<file path="config.mk">
export PLATFORM = sky130hd
export DESIGN_NAME = fabric_seq_ctrl_flat
export DESIGN_NICKNAME = d
export VERILOG_FILES = /design/src/rtl/fabric_pkg.sv /design/src/rtl/fabric_seq_ctrl_if.sv /design/src/rtl/fabric_seq_cell_index.sv /design/src/rtl/fabric_seq_ctrl.sv /design/src/flat_wrapper.sv
export SDC_FILE = /design/constraint.sdc
export NUM_CORES = 1
export LEC_CHECK = 0
export CAP_MARGIN = 40
export CELL_PAD_IN_SITES_DETAIL_PLACEMENT = 1
export CELL_PAD_IN_SITES_GLOBAL_PLACEMENT = 1
export CORE_ASPECT_RATIO = 0.6
export CORE_MARGIN = 2
export CORE_UTILIZATION = 41
export CTS_BUF_LIST = sky130_fd_sc_hd__clkbuf_16
export DETAILED_ROUTE_END_ITERATION = 10
export PLACE_DENSITY_LB_ADDON = 0.1
export SYNTH_ARGS = -nofsm -noshare
export SYNTH_HDL_FRONTEND = slang
export SYNTH_SLANG_ARGS = --single-unit
</file>
<file path="constraint.sdc">
create_clock -name clk -period 3.3 [get_ports clk]
set_input_delay 0.66 -clock clk [delete_from_list [all_inputs] [get_ports clk]]
set_output_delay 0.66 -clock clk [all_outputs]
set_load 0.02 [all_outputs]
</file>
<file path="src/rtl/fabric_pkg.sv">
// Shared types for the fabric sequencer: state encoding, program-entry layout
// and the row-select width helper.
package fabric_pkg;

   localparam int unsigned FAB_ROWS             = 2;
   localparam int unsigned FAB_INSTR_DATA_WIDTH = 32;
   localparam int unsigned FAB_INSTR_ADDR_WIDTH = 6;
   localparam int unsigned FAB_INSTR_HOPS_WIDTH = 4;
   localparam int unsigned FAB_PROG_ADDR_WIDTH  = 10;
   localparam int unsigned FAB_CNT_WIDTH        = 32;

   // Row-select field width, never narrower than one bit.
   function automatic int unsigned row_w(input int unsigned rows);
      return (rows > 1) ? $clog2(rows) : 1;
   endfunction

   localparam int unsigned ROW_W = row_w(FAB_ROWS);

   typedef enum logic [2:0] {
      ST_IDLE,
      ST_FETCH,
      ST_LOAD,
      ST_CALL,
      ST_SETTLE,
      ST_WAIT_RET,
      ST_DONE
   } seq_state_e;

   typedef struct packed {
      logic                            last;
      logic [ROW_W-1:0]                row;
      logic [FAB_INSTR_HOPS_WIDTH-1:0] hops;
      logic [FAB_INSTR_DATA_WIDTH-1:0] instr;
   } prog_entry_t;

endpackage

</file>
<file path="src/rtl/fabric_seq_ctrl_if.sv">
// Host, program-memory and fabric-side signals of the fabric sequencer.
interface fabric_seq_ctrl_if #(
   parameter int unsigned ROWS             = 2,
   parameter int unsigned INSTR_DATA_WIDTH = 32,
   parameter int unsigned INSTR_ADDR_WIDTH = 6,
   parameter int unsigned INSTR_HOPS_WIDTH = 4,
   parameter int unsigned PROG_ADDR_WIDTH  = 10,
   parameter int unsigned CNT_WIDTH        = 32
);
   localparam int unsigned ENTRY_W =
      1 + fabric_pkg::row_w(ROWS) + INSTR_HOPS_WIDTH + INSTR_DATA_WIDTH;

   logic                                     start;
   logic [PROG_ADDR_WIDTH-1:0]               prog_base;
   logic                                     prog_rd_en;
   logic [PROG_ADDR_WIDTH-1:0]               prog_addr;
   logic [ENTRY_W-1:0]                       prog_rdata;
   logic [ROWS-1:0][INSTR_DATA_WIDTH-1:0]    instr_data_out;
   logic [ROWS-1:0][INSTR_ADDR_WIDTH-1:0]    instr_addr_out;
   logic [ROWS-1:0][INSTR_HOPS_WIDTH-1:0]    instr_hops_out;
   logic [ROWS-1:0]                          instr_en_out;
   logic [ROWS-1:0]                          call;
   logic [ROWS-1:0]                          ret;
   logic                                     busy;
   logic                                     done;
   logic [CNT_WIDTH-1:0]                     cycle_count;
   logic                                     err_row;
   logic                                     err_timeout;

   modport master (
      input  start, prog_base, prog_rdata, ret,
      output prog_rd_en, prog_addr, instr_data_out, instr_addr_out,
             instr_hops_out, instr_en_out, call, busy, done, cycle_count,
             err_row, err_timeout
   );

   modport slave (
      output start, prog_base, prog_rdata, ret,
      input  prog_rd_en, prog_addr, instr_data_out, instr_addr_out,
             instr_hops_out, instr_en_out, call, busy, done, cycle_count,
             err_row, err_timeout
   );

endinterface

</file>
<file path="src/rtl/fabric_seq_cell_index.sv">
// Per-cell instruction address: restarts at 0 whenever the {row,hops} key
// changes (or on the first entry of a run) and otherwise counts up, wrapping.
module fabric_seq_cell_index #(
   parameter int unsigned KEY_W = 5,
   parameter int unsigned IDX_W = 6
) (
   input  logic             clk,
   input  logic             rst_n,
   input  logic             clear,
   input  logic             valid,
   input  logic [KEY_W-1:0] key,
   output logic [IDX_W-1:0] idx_c
);

   logic             have_prev;
   logic [KEY_W-1:0] prev_key;
   logic [IDX_W-1:0] prev_idx;

   always_comb begin
      idx_c = '0;
      if (have_prev && (key == prev_key)) begin
         idx_c = prev_idx + IDX_W'(1);
      end
   end

   // Only accepted entries update history, so dropped entries leave it intact.
   always_ff @(posedge clk or negedge rst_n) begin
      if (!rst_n) begin
         have_prev <= 1'b0;
         prev_key  <= '0;
         prev_idx  <= '0;
      end else if (clear) begin
         have_prev <= 1'b0;
      end else if (valid) begin
         have_prev <= 1'b1;
         prev_key  <= key;
         prev_idx  <= idx_c;
      end
   end

endmodule

</file>
<file path="src/rtl/fabric_seq_ctrl.sv">
// Program-memory driven load/call/wait sequencer for the fabric.
// Optional WAIT_RET watchdog is enabled by defining FABRIC_SEQ_TIMEOUT_EN.
module fabric_seq_ctrl
   import fabric_pkg::*;
#(
   parameter int unsigned ROWS             = FAB_ROWS,
   parameter int unsigned INSTR_DATA_WIDTH = FAB_INSTR_DATA_WIDTH,
   parameter int unsigned INSTR_ADDR_WIDTH = FAB_INSTR_ADDR_WIDTH,
   parameter int unsigned INSTR_HOPS_WIDTH = FAB_INSTR_HOPS_WIDTH,
   parameter int unsigned PROG_ADDR_WIDTH  = FAB_PROG_ADDR_WIDTH,
   parameter int unsigned CNT_WIDTH        = FAB_CNT_WIDTH,
   parameter int unsigned SETTLE_CYCLES    = 16
`ifdef FABRIC_SEQ_TIMEOUT_EN
   ,
   parameter int unsigned TIMEOUT_CYCLES   = 1000000
`endif
) (
   input  logic               clk,
   input  logic               rst_n,
   fabric_seq_ctrl_if.master  bus
);

   localparam int unsigned RW = row_w(ROWS);
   localparam int unsigned SW = $clog2(SETTLE_CYCLES + 1);
`ifdef FABRIC_SEQ_TIMEOUT_EN
   localparam int unsigned TW = $clog2(TIMEOUT_CYCLES + 1);
`endif

   seq_state_e                  state;
   logic [PROG_ADDR_WIDTH-1:0]  ptr;
   logic                        rvalid;
   logic [SW-1:0]               settle_cnt;
`ifdef FABRIC_SEQ_TIMEOUT_EN
   logic [TW-1:0]               wait_cnt;
`endif

   logic                        e_last;
   logic [RW-1:0]               e_row;
   logic [INSTR_HOPS_WIDTH-1:0] e_hops;
   logic [INSTR_DATA_WIDTH-1:0] e_instr;
   logic                        row_ok_c;
   logic                        accept_c;
   logic                        entry_ok_c;
   logic [INSTR_ADDR_WIDTH-1:0] idx_c;

   assign {e_last, e_row, e_hops, e_instr} = bus.prog_rdata;
   assign row_ok_c   = (32'(e_row) < ROWS);
   assign accept_c   = (state == ST_IDLE) && bus.start;
   assign entry_ok_c = (state == ST_LOAD) && rvalid && row_ok_c;

   fabric_seq_cell_index #(
      .KEY_W (RW + INSTR_HOPS_WIDTH),
      .IDX_W (INSTR_ADDR_WIDTH)
   ) u_cell_index (
      .clk   (clk),
      .rst_n (rst_n),
      .clear (accept_c),
      .valid (entry_ok_c),
      .key   ({e_row, e_hops}),
      .idx_c (idx_c)
   );

   always_ff @(posedge clk or negedge rst_n) begin
      if (!rst_n) begin
         state              <= ST_IDLE;
         ptr                <= '0;
         rvalid             <= 1'b0;
         settle_cnt         <= '0;
`ifdef FABRIC_SEQ_TIMEOUT_EN
         wait_cnt           <= '0;
`endif
         bus.prog_rd_en     <= 1'b0;
         bus.prog_addr      <= '0;
         bus.instr_data_out <= '0;
         bus.instr_addr_out <= '0;
         bus.instr_hops_out <= '0;
         bus.instr_en_out   <= '0;
         bus.call           <= '0;
         bus.busy           <= 1'b0;
         bus.done           <= 1'b0;
         bus.cycle_count    <= '0;
         bus.err_row        <= 1'b0;
         bus.err_timeout    <= 1'b0;
      end else begin
         bus.prog_rd_en     <= 1'b0;
         bus.instr_data_out <= '0;
         bus.instr_addr_out <= '0;
         bus.instr_hops_out <= '0;
         bus.instr_en_out   <= '0;
         bus.call           <= '0;
         bus.done           <= 1'b0;
         rvalid             <= bus.prog_rd_en;

         case (state)
            ST_IDLE: begin
               if (bus.start) begin
                  ptr             <= bus.prog_base;
                  bus.err_row     <= 1'b0;
                  bus.err_timeout <= 1'b0;
                  bus.cycle_count <= '0;
                  bus.busy        <= 1'b1;
                  state           <= ST_FETCH;
               end
            end

            ST_FETCH: begin
               bus.prog_rd_en <= 1'b1;
               bus.prog_addr  <= ptr;
               ptr            <= ptr + PROG_ADDR_WIDTH'(1);
               state          <= ST_LOAD;
            end

            // Reads stream ahead one entry; the read issued alongside the
            // last entry returns during CALL and is discarded.
            ST_LOAD: begin
               if (rvalid && e_last) begin
                  state <= ST_CALL;
               end else begin
                  bus.prog_rd_en <= 1'b1;
                  bus.prog_addr  <= ptr;
                  ptr            <= ptr + PROG_ADDR_WIDTH'(1);
               end
               if (rvalid) begin
                  if (row_ok_c) begin
                     for (int r = 0; r < ROWS; r++) begin
                        if (int'(e_row) == r) begin
                           bus.instr_en_out[r]   <= 1'b1;
                           bus.instr_data_out[r] <= e_instr;
                           bus.instr_addr_out[r] <= idx_c;
                           bus.instr_hops_out[r] <= e_hops;
                        end
                     end
                  end else begin
                     bus.err_row <= 1'b1;
                  end
               end
            end

            ST_CALL: begin
               bus.call        <= '1;
               bus.cycle_count <= '0;
               settle_cnt      <= '0;
               state           <= ST_SETTLE;
            end

            // First SETTLE edge closes the call cycle itself and is not counted.
            ST_SETTLE: begin
               if (settle_cnt != '0) begin
                  bus.cycle_count <= (&bus.cycle_count) ? bus.cycle_count
                                     : bus.cycle_count + CNT_WIDTH'(1);
               end
               if (settle_cnt == SW'(SETTLE_CYCLES)) begin
`ifdef FABRIC_SEQ_TIMEOUT_EN
                  wait_cnt <= '0;
`endif
                  state    <= ST_WAIT_RET;
               end else begin
                  settle_cnt <= settle_cnt + SW'(1);
               end
            end

            ST_WAIT_RET: begin
               bus.cycle_count <= (&bus.cycle_count) ? bus.cycle_count
                                  : bus.cycle_count + CNT_WIDTH'(1);
               if (&bus.ret) begin
                  bus.done <= 1'b1;
                  state    <= ST_DONE;
               end
`ifdef FABRIC_SEQ_TIMEOUT_EN
               else if (wait_cnt == TW'(TIMEOUT_CYCLES - 1)) begin
                  bus.err_timeout <= 1'b1;
                  bus.done        <= 1'b1;
                  state           <= ST_DONE;
               end else begin
                  wait_cnt <= wait_cnt + TW'(1);
               end
`endif
            end

            ST_DONE: begin
               bus.busy <= 1'b0;
               state    <= ST_IDLE;
            end

            default: begin
               bus.busy <= 1'b0;
               state    <= ST_IDLE;
            end
         endcase
      end
   end

endmodule
</file>
<file path="src/flat_wrapper.sv">
// flat-port wrapper written by rule: the top's interface ports become plain ports
module fabric_seq_ctrl_flat import fabric_pkg::*;
#(
   parameter int unsigned ROWS             = FAB_ROWS,
   parameter int unsigned INSTR_DATA_WIDTH = FAB_INSTR_DATA_WIDTH,
   parameter int unsigned INSTR_ADDR_WIDTH = FAB_INSTR_ADDR_WIDTH,
   parameter int unsigned INSTR_HOPS_WIDTH = FAB_INSTR_HOPS_WIDTH,
   parameter int unsigned PROG_ADDR_WIDTH  = FAB_PROG_ADDR_WIDTH,
   parameter int unsigned CNT_WIDTH        = FAB_CNT_WIDTH,
   parameter int unsigned SETTLE_CYCLES    = 16

)
  (clk, rst_n, bus_start, bus_prog_base, bus_prog_rdata, bus_ret, bus_prog_rd_en, bus_prog_addr, bus_instr_data_out, bus_instr_addr_out, bus_instr_hops_out, bus_instr_en_out, bus_call, bus_busy, bus_done, bus_cycle_count, bus_err_row, bus_err_timeout);
  fabric_seq_ctrl_if #(.ROWS(ROWS), .INSTR_DATA_WIDTH(INSTR_DATA_WIDTH), .INSTR_ADDR_WIDTH(INSTR_ADDR_WIDTH), .INSTR_HOPS_WIDTH(INSTR_HOPS_WIDTH), .PROG_ADDR_WIDTH(PROG_ADDR_WIDTH), .CNT_WIDTH(CNT_WIDTH)) bus_i ();
  input  logic clk;
  input  logic rst_n;
  input wire logic [$bits(bus_i.start)-1:0] bus_start;
  input wire logic [$bits(bus_i.prog_base)-1:0] bus_prog_base;
  input wire logic [$bits(bus_i.prog_rdata)-1:0] bus_prog_rdata;
  input wire logic [$bits(bus_i.ret)-1:0] bus_ret;
  output wire logic [$bits(bus_i.prog_rd_en)-1:0] bus_prog_rd_en;
  output wire logic [$bits(bus_i.prog_addr)-1:0] bus_prog_addr;
  output wire logic [$bits(bus_i.instr_data_out)-1:0] bus_instr_data_out;
  output wire logic [$bits(bus_i.instr_addr_out)-1:0] bus_instr_addr_out;
  output wire logic [$bits(bus_i.instr_hops_out)-1:0] bus_instr_hops_out;
  output wire logic [$bits(bus_i.instr_en_out)-1:0] bus_instr_en_out;
  output wire logic [$bits(bus_i.call)-1:0] bus_call;
  output wire logic [$bits(bus_i.busy)-1:0] bus_busy;
  output wire logic [$bits(bus_i.done)-1:0] bus_done;
  output wire logic [$bits(bus_i.cycle_count)-1:0] bus_cycle_count;
  output wire logic [$bits(bus_i.err_row)-1:0] bus_err_row;
  output wire logic [$bits(bus_i.err_timeout)-1:0] bus_err_timeout;
  assign bus_i.start = bus_start;
  assign bus_i.prog_base = bus_prog_base;
  assign bus_i.prog_rdata = bus_prog_rdata;
  assign bus_i.ret = bus_ret;
  assign bus_prog_rd_en = bus_i.prog_rd_en;
  assign bus_prog_addr = bus_i.prog_addr;
  assign bus_instr_data_out = bus_i.instr_data_out;
  assign bus_instr_addr_out = bus_i.instr_addr_out;
  assign bus_instr_hops_out = bus_i.instr_hops_out;
  assign bus_instr_en_out = bus_i.instr_en_out;
  assign bus_call = bus_i.call;
  assign bus_busy = bus_i.busy;
  assign bus_done = bus_i.done;
  assign bus_cycle_count = bus_i.cycle_count;
  assign bus_err_row = bus_i.err_row;
  assign bus_err_timeout = bus_i.err_timeout;
  fabric_seq_ctrl #(.ROWS(ROWS), .INSTR_DATA_WIDTH(INSTR_DATA_WIDTH), .INSTR_ADDR_WIDTH(INSTR_ADDR_WIDTH), .INSTR_HOPS_WIDTH(INSTR_HOPS_WIDTH), .PROG_ADDR_WIDTH(PROG_ADDR_WIDTH), .CNT_WIDTH(CNT_WIDTH), .SETTLE_CYCLES(SETTLE_CYCLES)) u_core (.clk(clk), .rst_n(rst_n), .bus(bus_i));
endmodule
</file>
==> flow_metrics.tcl, run 1 <==
set metrics [dict create \
    critPathLaunchType "register" \
    netlist.top_cell.by_area "dfrtp_1" \
    synth_top_flop_cell "dfrtp_1" \
    design.core.area_um2 16990 \
    fin_setup_tns_ns 0 \
    max_capacitance_violation_count 0 \
    gr-usage-all-layers_pct 24.70 \
    grt_pass1_wl_mm 35.10 \
    slew_headroom_pct 37.55 \
    hold_class "in2async" \
    timing.reg2reg.setup_slack_ns 0.62 \
    grt_pass1_vias 6170 \
    worst_clock_skew_ns 0.01339 \
    antenna_violations_before_repair 1 \
    fp.dieArea_um2 18330 \
    setup_viol 0 \
    detail-route-antenna-nets 0 \
    kind_of_end_point_of_the_critical_path "register" \
    power.total_mw 8.003 \
    power.density_cell_area_nw_per_um2 823.4 \
    detailed_route_via_count 5789 \
    result_of_the_run "complete, no violations" \
    synth_cell_types 58 \
    yosys_warnings 0 \
    detail_route.vias_per_cell 5.498 \
    grt_max_degree 83 \
    htreeDepth 4 \
    postCtsSetupBuffers 0 \
    maximum_vdd_ir_drop_mv 0.3959 \
    r2r_end "u_core.bus.cycle_count[6]$_DFFE_PN0P_" \
    fillCellCount 1804 \
    final_cell_mix "clkdlybuf4s50_1 (184), dfrtp_1 (163), nand2_1 (54)" \
    initial_core_util_pct 41.58 \
    timing_max_transition_violations_final 0 \
    grt_setup_unrepaired "no" \
    globalRouteOverflowTotal 0 \
    r2r_depth 6 \
    post-route-drc-count 0 \
    synth-seq-area-share_pct 57.74 \
    highest_routed_layer "met4" \
    floorplan.rows 37 \
    cts_hold_buf 0 \
    met3_length_mm 1.245 \
    synth_top_cell_area_share_pct 57.74 \
    clock_latency_ns 0.43 \
    highest_attainable_clock_frequency_ghz 0.3728 \
    tightest_slew_ns 0.9304 \
    final_common_cell "clkdlybuf4s50_1" \
    synthToLayoutAreaGrowth_pct 37.58 \
    first_iter_violations 378 \
    drt-pass1-iter-count 4 \
    drive_above_1_share_pct 10.15 \
    die_h_um 105.7 \
    synth_area_leaders "dfrtp_1 (58%), and3_1 (4.1%), and2_1 (3.5%), nand2_1 (2.9%), a31oi_4 (2.7%)" \
    ys_seq_elements 163 \
    wl_met1_mm 10.51 \
    finalWeightedCongestion 0.8253 \
    post_synth_instance_area_um2 7064 \
    tritoncts_num_sinks 163 \
    floorplan.die.width_um 173.5 \
    clockRootBuffer "clkbuf_16" \
    reg2reg_from "u_core.bus.cycle_count[0]$_DFFE_PN0P_" \
    power.leakage_nw 4.318 \
    cp_max_fo 28 \
    cp.required_ns 3.64 \
    detail_route.wl_per_cell_um 20.90 \
    final_hold_vio_count 0 \
    num-nets-final 863 \
    amount_of_wire_on_met2_after_detailed_routing_mm 9.918 \
    cts.reportedPaths.clkPinSlew_ns 0.07 \
    critPathArrivalTime_ns 3.02 \
    cts_tree "built" \
    async_reset_ff_share_pct 100.0 \
    drt_total_wl_mm 22.01 \
    cts_inserted_buffers 17 \
    floorplan.io_pins 188 \
    min_period_ns 2.683 \
    number_of_enable_flip_flop_cells_after_synthesis 0 \
    hold_slack_ns 0.2015 \
    io_buffers 185 \
    multiInputGateArea_um2 2760 \
    postSynthCellCount 629 \
    synthesis.area_per_instance_um2 11.23 \
    post-route-period-util_pct 81.29 \
    clock_path_buffers 2 \
    final_hpwl_from_detailed_placement_mm 15.02 \
    post_cts_resized 0 \
    timing.setup.critical_path_class "reg2reg" \
    register_area_um2 4079 \
]
## flip-flops by register name, indices dropped and copies added (netlist names)
signal and flops:
u_core.bus.instr_en_out 2, u_core.state 3, u_core.u_cell_index.have_prev 1, u_core.bus.instr_data_out 64, u_core.bus.prog_rd_en 1, u_core.bus.call 1
u_core.bus.busy 1, u_core.bus.prog_addr 10, u_core.rvalid 1, u_core.u_cell_index.prev_key 5, u_core.settle_cnt 5, u_core.ptr 10
u_core.u_cell_index.prev_idx 6, u_core.bus.done 1, u_core.bus.instr_addr_out 12, u_core.bus.cycle_count 32, u_core.bus.instr_hops_out 8
## critical path: stages, from the launching register on
cell     delay (ns)
dfrtp_1        0.41
ha_1           0.31
and3_1         0.23
and4_1         0.36
a31oi_4        0.77
a41oi_1        0.32
a31oi_4        0.20
## routing by layer
| layer | vias up | global-route usage, % |
|---|---|---|
| li1 | 2594 | - |
| met1 | 2976 | 34.92 |
| met2 | 188 | 37.80 |
| met3 | 31 | 5.772 |
| met4 | 0 | 7.809 |
| met5 | - | 0 |
## Yosys cell counts, types with 3 or more instances
master and n:
a21o_1 5, a21oi_1 35, a31o_2 3, a31oi_1 16, a31oi_2 5, a31oi_4 9, a41oi_1 11, and2_1 40
and3_1 46, and4_1 10, buf_1 3, buf_2 11, buf_4 3, clkbuf_1 21, dfrtp_1 163, ha_1 5
inv_1 8, mux2_2 12, nand2_1 54, nand2b_1 8, nand3_1 19, nand4_1 10, nor2_1 36, nor2b_1 4
nor3_1 9, o21a_1 3, o21ai_0 24, o22ai_1 3, o31ai_1 9, or3_1 3, xnor2_1 4, xor2_1 7
## per-stage QoR
stage / area, µm² / utilization (%) / std cells / worst slack (ns)
2_1_floorplan: 7068 / - / 630 / 1.189
6_report: 9719 / 57.21 / 1053 / 0.6174
4_1_cts: 9717 / 57.19 / 1052 / 0.6100
5_1_grt: 9717 / 57.19 / 1052 / 0.5199
3_5_place_dp: 9123 / 53.69 / 1020 / 0.3435
3_3_place_gp: 9123 / 53.69 / 1020 / 0.4184
## power by group
part / switching (mW) / total (mW) / internal, mW
logic: 1.67 / 2.95 / 1.28
clock network: 0.921 / 2.00 / 1.08
registers: 0.631 / 3.05 / 2.42
total: 3.22 / 8.00 / 4.78
## worst max-delay path by stage
stage                                                from                                     end  depth (start not counted)
floorplan           u_core.bus.cycle_count[0]$_DFFE_PN0P_  u_core.bus.cycle_count[16]$_DFFE_PN0P_                          8
global placement                                bus_start   u_core.bus.cycle_count[8]$_DFFE_PN0P_                          7
detailed placement                              bus_start   u_core.bus.cycle_count[8]$_DFFE_PN0P_                          7
CTS                 u_core.bus.cycle_count[0]$_DFFE_PN0P_   u_core.bus.cycle_count[6]$_DFFE_PN0P_                          6
global route        u_core.bus.cycle_count[0]$_DFFE_PN0P_   u_core.bus.cycle_count[6]$_DFFE_PN0P_                          6
finish              u_core.bus.cycle_count[0]$_DFFE_PN0P_   u_core.bus.cycle_count[6]$_DFFE_PN0P_                          6
## logic make-up after synthesis
| logic type | Yosys count | share of synthesized area (%) |
|---|---|---|
| AOI/OAI and AO/OA | 136 | 14.63 |
| xor gates and xnor gates | 11 | 1.364 |
| adders and majority gates | 5 | 0.8856 |
| buffers and inverters | 48 | 3.241 |
| DFF | 163 | 57.74 |
| muxes | 14 | 2.196 |
| other | 1 | 0.05308 |
| and+or+nand+nor | 251 | 19.89 |
## area by class of cell
| cell class | count | area share [%] |
|---|---|---|
| Sequential cell | 163 | 41.97 |
| Multi-Input combinational cell | 419 | 28.40 |
| Timing Repair Buffer | 196 | 20.17 |
| Clock buffer | 17 | 4.377 |
| Tap cell | 234 | 3.012 |
| Clock inverter | 15 | 1.738 |
| Inverter | 8 | 0.3090 |
| Antenna cell | 1 | 0.02575 |
(Power assumes the default switching activity.)
==> run 2: changes to the inputs <==
Settings changed: CORE_UTILIZATION 41 to 38.
Clock period 3.3 ns to 2.5 ns, I/O delays scaled along.
==> flow_metrics.tcl, run 2 (synthesis results as in run 1) <==
set metrics [dict create \
    min_period_ns 2.268 \
    highest_attainable_clock_frequency_ghz 0.4409 \
    initial_core_util_pct 38.90 \
    grt_setup_unrepaired "no" \
    detail_route.vias_per_cell 5.321 \
    power.density_cell_area_nw_per_um2 1077 \
    floorplan.io_pins 188 \
    grt_pass1_vias 6178 \
    timing_max_transition_violations_final 0 \
    design.core.area_um2 18160 \
    final_hold_vio_count 0 \
    cts.reportedPaths.clkPinSlew_ns 0.08 \
    hold_class "in2async" \
    core_util_final_pct 54.54 \
    antenna_violations_before_repair 0 \
    htreeDepth 4 \
    pre_cts_ws_ns -0.01154 \
    cp_max_fo 12 \
    fp.dieArea_um2 19730 \
    drt-pass1-iter-count 4 \
    finalWeightedCongestion 0.8233 \
    die_h_um 109.6 \
    critical_path.top_delay_family "buffers and inverters" \
    detailed_route_via_count 5741 \
    clockRootBuffer "clkbuf_16" \
    drive_above_1_share_pct 12.63 \
    setup_viol 0 \
    final_common_cell "clkdlybuf4s50_1" \
    drt_total_wl_mm 21.80 \
    postCtsSetupBuffers 0 \
    critPathLaunchType "register" \
    grt_max_degree 56 \
    critical_path.cell_chain "clkdlybuf4s50_1" \
    fin_setup_tns_ns 0 \
    detail-route-antenna-nets 0 \
    tightest_slew_ns 0.5607 \
    final_cell_mix "clkdlybuf4s50_1 (184), dfrtp_1 (163), nand2_1 (54)" \
    grt_pass1_wl_mm 34.68 \
    post-route-period-util_pct 90.73 \
    largest_reg_flops 64 \
    slew_headroom_pct 62.34 \
    max_flop_register "u_core.bus.instr_data_out" \
    globalRouteOverflowTotal 0 \
    critPathSlowestCell "clkdlybuf4s50_1" \
    cts_tree "built" \
    max_capacitance_violation_count 0 \
    path_buf_inv 1 \
    maximum_vdd_ir_drop_mv 0.4431 \
    cp.required_ns 2.00 \
    timing.setup.critical_path_class "reg2out" \
    first_iter_violations 405 \
    io_buffers 185 \
    synthToLayoutAreaGrowth_pct 40.22 \
    detail_route.wl_per_cell_um 20.20 \
    hold_slack_ns 0.01128 \
    post_cts_resized 0 \
    power.leakage_nw 4.436 \
    critPathArrivalTime_ns 1.77 \
    worst_clock_skew_ns 0.009278 \
    post-route-drc-count 0 \
    antenna_cells 0 \
    gr-usage-all-layers_pct 22.92 \
    floorplan.rows 38 \
    top_registers "u_core.bus.instr_data_out: 64 flops, u_core.bus.cycle_count: 32 flops, u_core.bus.instr_addr_out: 12 flops" \
    final_hpwl_from_detailed_placement_mm 15.52 \
    result_of_the_run "complete, no violations" \
    worst_slack_ns 0.2318 \
    cts_inserted_buffers 17 \
    num-nets-final 884 \
    cts_hold_buf 0 \
    kind_of_end_point_of_the_critical_path "output port" \
    clock_path_buffers 2 \
    clock_latency_ns 0.43 \
    tritoncts_num_sinks 163 \
    floorplan.die.width_um 180.0 \
    cpPeakStageDelay_ns 0.70 \
]
## run 2: final timing paths
check / from / endpoint / slack, ns / cells past startpoint
setup / recovery: u_core.bus.cycle_count[7]$_DFFE_PN0P_ / bus_cycle_count[7] / 0.23 / 1
hold / removal: rst_n / u_core.bus.instr_data_out[58]$_DFF_PN0_ / 0.01 / 1
setup reg to reg: u_core.settle_cnt[0]$_DFFE_PN0P_ / u_core.bus.cycle_count[6]$_DFFE_PN0P_ / 0.24 / 8
hold reg to reg: u_core.bus.prog_rd_en$_DFF_PN0_ / u_core.rvalid$_DFF_PN0_ / 0.41 / 0
max in group asynchronous: rst_n / u_core.bus.cycle_count[5]$_DFFE_PN0P_ / 1.79 / 2
min in group clk: u_core.bus.prog_rd_en$_DFF_PN0_ / u_core.rvalid$_DFF_PN0_ / 0.41 / 0
## run 2: layout make-up
| cell class | count | area, µm² |
|---|---|---|
| timing repair buffer | 217 | 2143 |
| tap | 240 | 300.3 |
| multi-input combinational | 419 | 2763 |
| inverter | 8 | 30.03 |
| clock inverter | 15 | 165.2 |
| clock buffer | 17 | 425.4 |
| sequential | 163 | 4079 |
| fill | 1959 | 8257 |
## run 2: per-layer routing
layer	vias up	GRT usage [%]	share of wire [%]
met5	-	0	0
met4	0	5.818	0.88
met3	16	11.36	11
met2	166	33.39	43
met1	2915	30.52	46
li1	2644	-	-
## run 2: worst reg2reg max path, stage by stage (launching register included)
cell and delay [ns]:
dfrtp_1 0.40, inv_1 0.10, ha_1 0.18, or4b_4 0.48
o21ai_2 0.29, a31oi_4 0.11, buf_12 0.21, a41oi_1 0.35
a31oi_4 0.04
## run 2: per-stage QoR
stage / power (mW) / cell area (µm²) / cells
final: 10.67 / 9906 / 1079
after global routing: 11.30 / 9906 / 1079
after CTS: 10.76 / 9906 / 1079
after detailed placement: 8.109 / 9315 / 1047
after global placement: 7.904 / 9315 / 1047
after floorplan: 6.329 / 7068 / 630
## run 2: power breakdown
group          switching [mW]  total (mW)  internal, mW
Clock                    1.26        2.60          1.34
Combinational            2.38        4.22          1.84
Sequential              0.662        3.86          3.20
Total                    4.29        10.7          6.38
